==> src/rtl/vga_sync_gen.sv <==
// vga_sync_gen: free-running raster timing generator (coordinates, syncs, blank, frame count, vblank/line interrupt)
// Ports: clk, rst_n (async active-low); cli clears the sticky interrupt; irq_line_en/irq_line select an extra
// scanline interrupt; x/y are the presented pixel coordinates; hsync/vsync/blank/frame describe that same x,y.
module vga_sync_gen #(
  parameter int H_ACTIVE  = 1024,
  parameter int H_FP      = 24,
  parameter int H_SYNC    = 136,
  parameter int H_BP      = 160,
  parameter int V_ACTIVE  = 768,
  parameter int V_FP      = 3,
  parameter int V_SYNC    = 6,
  parameter int V_BP      = 29,
  parameter bit HSYNC_POL = 1'b0,
  parameter bit VSYNC_POL = 1'b0
) (
  input  logic        clk,
  input  logic        rst_n,
  input  logic        cli,
  input  logic        irq_line_en,
  input  logic [9:0]  irq_line,
  output logic [10:0] x,
  output logic [9:0]  y,
  output logic        hsync,
  output logic        vsync,
  output logic        blank,
  output logic [7:0]  frame,
  output logic        interrupt
);
  localparam logic [10:0] H_LAST = 11'(H_ACTIVE + H_FP + H_SYNC + H_BP - 1);
  localparam logic [10:0] H_VIS  = 11'(H_ACTIVE);
  localparam logic [10:0] HS_ON  = 11'(H_ACTIVE + H_FP);
  localparam logic [10:0] HS_OFF = 11'(H_ACTIVE + H_FP + H_SYNC);
  localparam logic [9:0]  V_LAST = 10'(V_ACTIVE + V_FP + V_SYNC + V_BP - 1);
  localparam logic [9:0]  V_VIS  = 10'(V_ACTIVE);
  localparam logic [9:0]  VS_ON  = 10'(V_ACTIVE + V_FP);
  localparam logic [9:0]  VS_OFF = 10'(V_ACTIVE + V_FP + V_SYNC);
  logic        x_wrap;
  logic        set;
  logic [10:0] x_n;
  logic [9:0]  y_n;
  logic [7:0]  frame_n;
  // Decode from next-state counters so registered syncs line up with the registered x,y.
  // y_n only reaches values below V_TOTAL, so an out-of-range irq_line can never match.
  always_comb begin
    x_wrap  = x == H_LAST;
    x_n     = x_wrap ? '0 : x + 11'd1;
    y_n     = x_wrap ? (y == V_LAST ? '0 : y + 10'd1) : y;
    frame_n = (x_wrap && y == V_LAST) ? frame + 8'd1 : frame;
    set     = x_wrap && (y_n == V_VIS || (irq_line_en && y_n == irq_line));
  end
  always_ff @(posedge clk or negedge rst_n) begin
    if (!rst_n) begin
      x         <= '0;
      y         <= '0;
      frame     <= '0;
      blank     <= 1'b0;
      hsync     <= ~HSYNC_POL;
      vsync     <= ~VSYNC_POL;
      interrupt <= 1'b0;
    end else begin
      x         <= x_n;
      y         <= y_n;
      frame     <= frame_n;
      blank     <= x_n >= H_VIS || y_n >= V_VIS;
      hsync     <= (x_n >= HS_ON && x_n < HS_OFF) ? HSYNC_POL : ~HSYNC_POL;
      vsync     <= (y_n >= VS_ON && y_n < VS_OFF) ? VSYNC_POL : ~VSYNC_POL;
      interrupt <= set | (interrupt & ~cli);
    end
  end
endmodule

==> config.mk <==
export PLATFORM = sky130hd
export DESIGN_NAME = vga_sync_gen
export DESIGN_NICKNAME = d
export VERILOG_FILES = /design/src/rtl/vga_sync_gen.sv
export SDC_FILE = /design/constraint.sdc
export NUM_CORES = 1
export LEC_CHECK = 0
export ABC_AREA = 1
export BUFFER_PORTS_ARGS = -buffer_cell sky130_fd_sc_hd__buf_4
export CORE_AREA = 2 2 84 86
export CTS_CLUSTER_DIAMETER = 50
export DETAILED_ROUTE_END_ITERATION = 6
export DIE_AREA = 0 0 86 88
export SETUP_SLACK_MARGIN = 0.3
export SYNTH_ARGS = -nofsm -noshare
export SYNTH_HDL_FRONTEND = slang
export SYNTH_SLANG_ARGS = --single-unit
==> constraint.sdc <==
create_clock -name clk -period 3.4 [get_ports clk]
set_input_delay 0.68 -clock clk [delete_from_list [all_inputs] [get_ports clk]]
set_output_delay 0.68 -clock clk [all_outputs]
set_load 0.02 [all_outputs]
After elaboration in Yosys (flattened, before gate mapping). Cells that the tools add are included.

Input bits: 14. Output and inout port bits: 33. Logic and storage cells: 35. Flip-flop bits (word level): 33.

Order comparisons: 6. Add/sub/neg operators: 3. Bitwise operators: 3. Equal/unequal tests: 4. Multiplexer cells: 5. Reductions and logical operators: 7.

Operators by type and width (number): >= comparator 11 bit (second input constant) (2); == test 10 bit (second input constant) (2); >= comparator 10 bit (second input constant) (2); two-way mux 10 bit (2); adder 11 x 1 -> 11 bit (second input constant) (1); == test 11 bit (second input constant) (1); less-than comparator 11 bit (second input constant) (1); two-way mux 11 bit (1); adder 10 x 1 -> 10 bit (second input constant) (1); == test 10 bit (1); less-than comparator 10 bit (second input constant) (1); adder 8 x 1 -> 8 bit (second input constant) (1); logical AND 1 bit (5); logical OR 1 bit (2); two-way mux 1 bit (2); bitwise AND 1 bit (1); inverter 1 bit (1); bitwise OR 1 bit (1).

Depth between registers and ports, before layout. Gate-level depths: netlist of run 1.

Word-level depth: 8. Mapped depth: 17.

Worst setup path after synthesis of run 1. Ideal clock, no wire load.

Path type: register to register. From: register x[0]. To: register frame[7]. Library setup time: 0.079 ns. Period minus slack after synthesis: 1.923 ns. Arrival: 1.844 ns. Slack: 1.477 ns. Buffers on the path: 0. Cell stages (with the launch flop): 10. Cells stage by stage: dfrtp_1 -> ha_1 -> nand3_2 -> nor2_4 -> nand2_4 -> or2_4 -> nor3_4 -> nand3_2 -> nor2_2 -> xor2_1.

Word-level cells in the longest chain between the ends: 2.

Ends and longest elaborated chain: from (decl) (line 21) `output logic [10:0] x,`; from (signal assigned) (line 61) `x <= x_n;`; == test 11 bit (line 45) `x_wrap = x == H_LAST;`; logical AND 1 bit (line 48) `frame_n = (x_wrap && y == V_LAST) ? frame + 8'd1 : frame;`; to (signal assigned) (line 63) `frame <= frame_n;`; to (decl) (line 26) `output logic [7:0] frame,`.

Every way passes these cells. A chain may end at the register's enable or synchronous reset.

Worst setup path after layout of run 1.
From: register x[0]. To: register interrupt.

Word-level cells in the longest chain between the ends: 7. Elaborated cells on any way between the ends: 8. Those cells by class: 3 x eq/ne; 1 x mux; 1 x bitwise; 3 x reduce/logical.

Ends and longest elaborated chain: == test 11 bit (*) (line 45); two-way mux 10 bit (*) (line 47) `y_n = x_wrap ? (y == V_LAST ? '0 : y + 10'd1) : y;`; named net y_n[5] (line 40) `logic [9:0] y_n;`; == test 10 bit (line 49) `set = x_wrap && (y_n == V_VIS || (irq_line_en && y_n == irq_line));`; logical AND 1 bit (line 49); logical OR 1 bit (*) (line 49); logical AND 1 bit (*) (line 49); bitwise OR 1 bit (*) (line 67) `interrupt <= set | (interrupt & ~cli);`; to (signal assigned) (line 67); to (decl) (line 27) `output logic interrupt`.

The timed path passes the listed nets; every way through them passes the cells marked *.

==> results of run 1 <==
-- power groups by stage --
stage	Sequential [W]	Clock [W]	Combinational (W)
floorplan	0.000400	0	0.00000860
global placement	0.000400	0	0.0000316
detailed placement	0.000400	0	0.0000318
CTS	0.000392	0.000319	0.0000318
global route	0.000392	0.000336	0.0000352
finish	0.000393	0.000314	0.0000310
-- registers in the layout, summed over array words and instances, names as in the netlist --
register / cells
frame: 8
blank: 1
interrupt: 1
x: 11
y: 10
vsync: 1
hsync: 1
-- how the worst min path moves through the flow --
stage / endpoint / slack [ns] / cells after the start
2_1_floorplan: blank / 0.38 / 0
3_3_place_gp: frame[7] / 0.46 / 1
3_5_place_dp: frame[7] / 0.46 / 1
4_1_cts: y[3] / 0.34 / 1
5_1_grt: x[10] / 0.37 / 1
6_report: blank / 0.33 / 1
-- routing by layer --
metal  track usage  up-vias
met4       0.05628        0
met2        0.2495       48
met5             0        -
li1              -     1053
met1        0.1985      930
met3       0.03205        7
-- cell type report --
type / count / area [um2] / area share
multi-input combinational: 216 / 1175 / 0.4309
sequential: 33 / 828.3 / 0.3038
timing repair buffer: 46 / 345.3 / 0.1267
inverter: 50 / 187.7 / 0.06884
tap: 80 / 100.1 / 0.03671
clock buffer: 8 / 90.09 / 0.03304
-- stage by stage --
step,setup slack (ns),power [W],hold slack [ns],area (um2)
floorplan,1.477,0.0004087,0.3844,2206
global placement,1.145,0.0004315,0.4599,2636
detailed placement,1.083,0.0004318,0.4643,2636
CTS,1.064,0.0007436,0.3448,2726
global route,0.8807,0.0007630,0.3683,2726
finish,1.120,0.0007375,0.3346,2726
-- critical path: cells and delay by family (launching register included) --
kind	cells	cell delay, ns
fa+ha+maj	1	0.25
buf+inv	1	0.05
flops	1	0.40
simple gates	13	1.52
-- cells by family (layout without fill, tap and decap cells) --
family / after synthesis / in the layout / share of synthesized area
mux: 1 / 1 / 0.005105
compound gates: 14 / 14 / 0.03403
fa+ha+maj: 4 / 4 / 0.02269
xor+xnor: 11 / 11 / 0.04367
simple gates: 186 / 186 / 0.4271
buf+inv: 51 / 104 / 0.09189
flops: 33 / 33 / 0.3755
-- cell usage in the layout (no fill, tap or decap), types with 4 or more instances in the layout --
cell	synthesis	final
inv_2	4	4
nand3b_1	6	6
nand4_1	7	7
nor2_2	4	4
nand3_2	6	6
dfrtp_1	31	31
xor2_1	10	10
nand2_1	91	91
o21ai_0	9	9
clkbuf_8	0	6
buf_4	0	46
nor2_1	24	24
inv_1	46	46
nand3_1	27	27
ha_1	4	4
nor2_4	5	5
==> results.txt, run 1 <==
The run finished with clean final reports. The final standard cell count with taps included and fillers excluded is 433. The number of cells on the worst reg-to-reg path is 15. The instance count of the mapped netlist is 300.

The clock latency on the worst-skew pair came out at approximately 0.29 ns. The clock skew after layout is 0.003591 ns. The count of input and output buffers came out at 46. The overall global routing resource usage is 0.1522. The leakage power of the design is 1.518 nW.

The synthesized cell area came out at 0.002206 mm2. The initial cell density of the core is 0.3320. Setup repair after global routing left no endpoint under its margin. The H-tree depth reported by CTS came out at 2. The die covers 0.007568 mm2.

The worst setup path is captured at a flop. The routed design has 5.490 mm of wire. Of the total power, the share spent switching nets is 0.2241. The register clock-pin slew on the reported worst setup and hold paths came out at 0.07 ns. The count of final setup violators came out at 0. The initial antenna violation count came out at 0. The worst setup path is launched from a flop. The average size of a mapped cell came out at 7.353 um2. By instance count, the leading cell after synthesis is nand2_1. The count of final max-slew check failures came out at 0.

The buffer cell driving the clock tree root is clkbuf_8. The share of synthesized area in the top cell type comes to 0.3517. The fraction of final layout cells sized beyond drive strength 1 is 0.2436. The min-delay analysis places its worst path in the category primary input to asynchronous set/reset pin. By count the netlist is led by nand2_1, inv_1, dfrtp_1.

The peak ir drop on the vdd network came out at 0.09866 mV. Entering global routing, the biggest net connects 34 pins. CTS saw 33 sinks. The most used flip-flop cell after synthesis is dfrtp_1. In this run the critical register-to-register path is captured at interrupt.

The worst slew margin relative to its limit is 0.7063. The most critical setup path has its endpoint at interrupt. Compared with the post-synthesis result, the final layout area differs by 23.60%.

The final core utilization came out at 0.4104. The first-pass GRT wire length came out at ~9 mm. In the routed design, unresolved DRC markers number 0.

The violation count after the first detailed-routing iteration is 110. In this run the worst setup path begins at x[0]. The sequential share of power is 0.532. The number of synthesized flops with an enable pin came out at 0. The internal power of the cells totals between 0.0005 and 0.0006 W.

The count of filler cells inserted in the layout is roughly 700. The setup TNS came out at 0 ns. The peak fanout along the critical path came out at 15. For this design the total switching power over the nets is approximately 0.00017 W. Measured along the x axis, the die boundary spans between 80 and 90 um. The TritonCTS clock tree is done. The number of CTS-inserted buffers came out at 5.

The part of the Yosys area used for sequential elements came out at 0.3755. The pin slew with the least headroom to its limit is ~0.44 ns. Wire segments on met3 add up to 238 um in the final route. The signal on the critical path passes through ha_1 > nand2_2 > nor2_4 > nand2_2 > nor2_4 > nand2_1 > nand2_1 > inv_2 > nor2_2 > nand3_1 > nor2_1 > nand2_1 > nand2_1 > nand2_1 > nand2_1. For this run, the post-layout net count is 370. The number of global-route vias before repair is 1977. The I/O pin count is 47. The arrival time reported for the critical path endpoint is around 2.5 ns. After synthesis, the share of flip-flops with an asynchronous set or reset is 1.000.

For the worst setup path, the data required time is 3.63 ns. The pre-antenna-repair detailed-routing pass consisted of 4 iterations. Ranked by total cell area, the synthesized netlist is headed by dfrtp_1, nand2_1, inv_1. The synthesis-stage register bit count is 33.

The biggest area contributor in the post-synthesis netlist is dfrtp_1. The wire length on met1 came out at 2.622 mm. The clock share of power is 0.426.

The final weighted congestion of routability-driven global placement came out at 0.8293. The final count of hold timing violations is 0. For this run, the number of Yosys warnings is 0.

The cell at the slowest stage of the critical path is dfrtp_1. The antenna diode count is 0. The y dimension of the die is between 80 and 90 um.

For the finished layout, the period the worst path requires is 2.280 ns. The setup slack on the worst flop-to-flop path came out at 1.12 ns. The total vias in the final route is 2038. The number of instances in the placed design is 425.

On the worst path, the slowest cell contributes a delay of 0.40 ns. The post-CTS setup buffer count is 0. Counting along the longest clock path gives a buffer depth of 2.

The total of max-cap violations is 0. Synthesis produced a netlist with a net count of 318. The count of different cell masters after synthesis is 29.

Derived from the worst setup path, the maximum achievable clock frequency is 438.5 MHz. The proportion of power drawn by combinational gates is 0.042. The final worst-path cycle share is 0.6707.

The average wire per cell in the routed design came out at 12.68 um. The most numerous cell on the critical path is nand2_1. In this run the core area contains 30 standard-cell rows. The sum of overflow across all layers after global routing came out at 0. The placeable core area is between 0.006 and 0.007 mm2.

The via count normalized by instance count came out at 4.707. The number of hold buffers added after cts is 0. Power spread over the standard cell area amounts to 270.5 mW/mm2. The number of routed nets with antenna violations came out at 0. The HPWL after detailed placement came out at between 4 and 5 mm.

The total length of routed met2 wires came out at 2.549 mm. The number of cells upsized or downsized after cts came out at 0. The highest metal layer with signal wires is met4. The setup path with the least slack is of type flop to flop. The startpoint identified for the worst register-to-register timing path is x[0].
Power figures use the tool's default switching activity.
==> run 2: changes to the inputs <==
==> constraint.sdc (replaced) <==
create_clock -name clk -period 2.3 [get_ports clk]
set_input_delay 0.46 -clock clk [delete_from_list [all_inputs] [get_ports clk]]
set_output_delay 0.46 -clock clk [all_outputs]
set_load 0.02 [all_outputs]
==> run 2 against run 1 <==
Compared with the run above: combinational power up 48%; global-route usage decreased by 0.19 points; via count rose by 3.0%; power is 74% higher; final area up 7.3%; core utilization increased by 3.0 points; critical endpoint unchanged; largest cell class unchanged; largest power group is now clock.
==> results.txt, run 2 (synthesis results as in run 1) <==
The flow ran to the end, and the final reports show no timing, DRC or antenna violations. The fraction of final layout cells sized beyond drive strength 1 is 0.3077. Summed over all layers, the routed wires come to 5.663 mm. The peak ir drop on the vdd network is 0.2114 mV. The count of final setup violators came out at 0. The initial antenna violation count came out at 0. The clock passes through at most 2 buffers. The leakage power of the design came out at 1.591 nW. The y dimension of the die came out at about 88 um. The number of instances in the placed design is approximately 430. The area of all placed cells without fillers came out at 0.002925 mm2.

The detailed-router iteration count before antenna repair came out at 5. The clock latency on the worst-skew pair is between 0.2 and 0.3 ns. The I/O pin count came out at 47. The maximum clock frequency came out at 510.1 MHz. The critical path is of the flop to flop type. The growth of design area from synthesis to finish came out at 32.62%. The flip-flop count of the largest register, all copies and words added came out at 11. The total vias in the final route is 2099. Entering global routing, the biggest net connects 34 pins. Counting flops per register, the top entry is x. The largest registers in the layout are x x11, y x10, frame x8. After the first detailed-routing iteration, the DRC count stood at 89. In this run the critical register-to-register path is launched from x[1]. At the pin with the least slew margin, the transition time is approximately 0.44 ns. Leaving out filler cells and counting taps, the final layout contains 444. The number of antenna diodes in the final layout is 0. The die area came out at 0.007568 mm2. The critical path data required time is 2.54 ns. The library cells used most frequently in the layout, excluding fill and tap cells, are nand2_1, buf_4, inv_1.

The floorplan step set the die width to 86 um. The clock period minus worst slack is 1.960 ns. The number of clock sinks seen by CTS came out at 33.

Input and output buffers added on the ports amount to 46. The placeable core area is between 0.006 and 0.007 mm2. The register clock-pin slew on the reported worst setup and hold paths came out at 0.07 ns. The arrival time reported for the critical path endpoint came out at ~2.2 ns. The worst slew margin relative to its limit is 0.7094. The power density relative to cell area is 439.0 mW/mm2. The total placed instance area is approximately 0.0027 mm2. Setup repair after global routing could not meet its margin everywhere. The initial utilization of the core area, before any placement, comes to 0.3320. The overall global routing resource usage came out at 0.1503.

The count of nets left with antenna violations once routing finished came out at 0. In this run the worst hold path is classified as primary input to asynchronous set/reset pin. The tool flagged a number of max-cap violations equal to 0. The H-tree was split into 2 levels. The number of CTS-inserted buffers is 5. The via count normalized by instance count is 4.727. The first-pass GRT wire length came out at 8.907 mm. The final worst-path cycle share is 0.8523. The net count reported at finish came out at ~380. The HPWL after detailed placement came out at approximately 4.3 mm. Tracing the worst setup path back leads to its startpoint at x[1].

The sum of overflow across all layers after global routing is 0. The clock skew after layout came out at 0.006471 ns. The final weighted congestion of routability-driven global placement came out at 0.8457. The number of global-route vias before repair is slightly below 2k. The library cell used most frequently in the layout, excluding fill and tap cells, is nand2_1. The DRC violations left is 0. The setup TNS came out at 0 ns. The tree is rooted in a clkbuf_8. The final count of hold timing violations came to 0. The peak fanout along the critical path came out at 6. The count of final max-slew check failures is 0.

STA classifies the critical path endpoint as a flop. The row count is 30. The average wire per cell in the routed design came out at approximately 13 um. The worst setup path is launched from a flop. The TritonCTS clock tree is done.
-- run 2: power breakdown --
part / switching [W] / internal, W / leakage [nW] / total [W]
clock network: 0.000228 / 0.000431 / 0.0681 / 0.000658
logic: 0.0000244 / 0.0000214 / 1.09 / 0.0000458
registers: 0 / 0.000580 / 0.437 / 0.000580
total: 0.000252 / 0.00103 / 1.59 / 0.00128
-- run 2: worst paths after layout --
kind,end,slack [ns],depth (start not counted)
setup / recovery,interrupt,0.34,16
hold reg to reg,frame[7],0.47,1
setup reg to reg,interrupt,0.34,16
max in group asynchronous,vsync,1.86,1
min in group clk,interrupt,0.39,4
hold / removal,blank,0.10,1
-- run 2: what timing repair did --
| action | in CTS | in global routing |
|---|---|---|
| pin swaps | 0 | 8 |
| setup buffers | 3 | 4 |
| resized for setup | 4 | 15 |
| gates cloned | 0 | 1 |
| endpoints found under the setup margin | 3 | 4 |
| hold buffers | 0 | 0 |
-- run 2: through the flow --
stage	hold WS, ns	power (W)	worst slack, ns	utilization
global placement	0.4332	0.0006379	0.2364	0.4002
global route	0.1498	0.001333	0.2264	0.4403
finish	0.1040	0.001284	0.3397	0.4403
detailed placement	0.4432	0.0006388	0.1823	0.4002
CTS	0.1234	0.001299	0.3156	0.4262
floorplan	0.1644	0.0006041	0.3770	-
-- run 2: layer usage --
metal,vias up,track usage,part of all wire
met5,-,0,0
met1,971,0.1941,0.46
li1,1068,-,-
met4,0,0.06638,0.018
met2,51,0.2481,0.48
met3,9,0.02545,0.044
-- run 2: area by class of cell --
class / instances / area (um2)
fillers: 679 / 3719
inverters: 50 / 187.7
well taps: 80 / 100.1
repair buffers: 57 / 429.2
clock buffers: 5 / 68.82
clock inverters: 3 / 65.06
multi-input cells: 216 / 1244
flip-flops and latches: 33 / 830.8
-- run 2: critical path: stages, from the launching register on --
cell and delay, ns:
dfrtp_1 0.40, ha_4 0.18, nand2_2 0.07, nor2_4 0.11, nand2_2 0.09, nor2_4 0.13, buf_6 0.14, nand2_1 0.07
nand2_1 0.10, inv_2 0.06, nor2_4 0.11, nand3_1 0.10, nor2_1 0.12, nand2_1 0.07, nand2_1 0.06, nand2_1 0.04
nand2_1 0.04
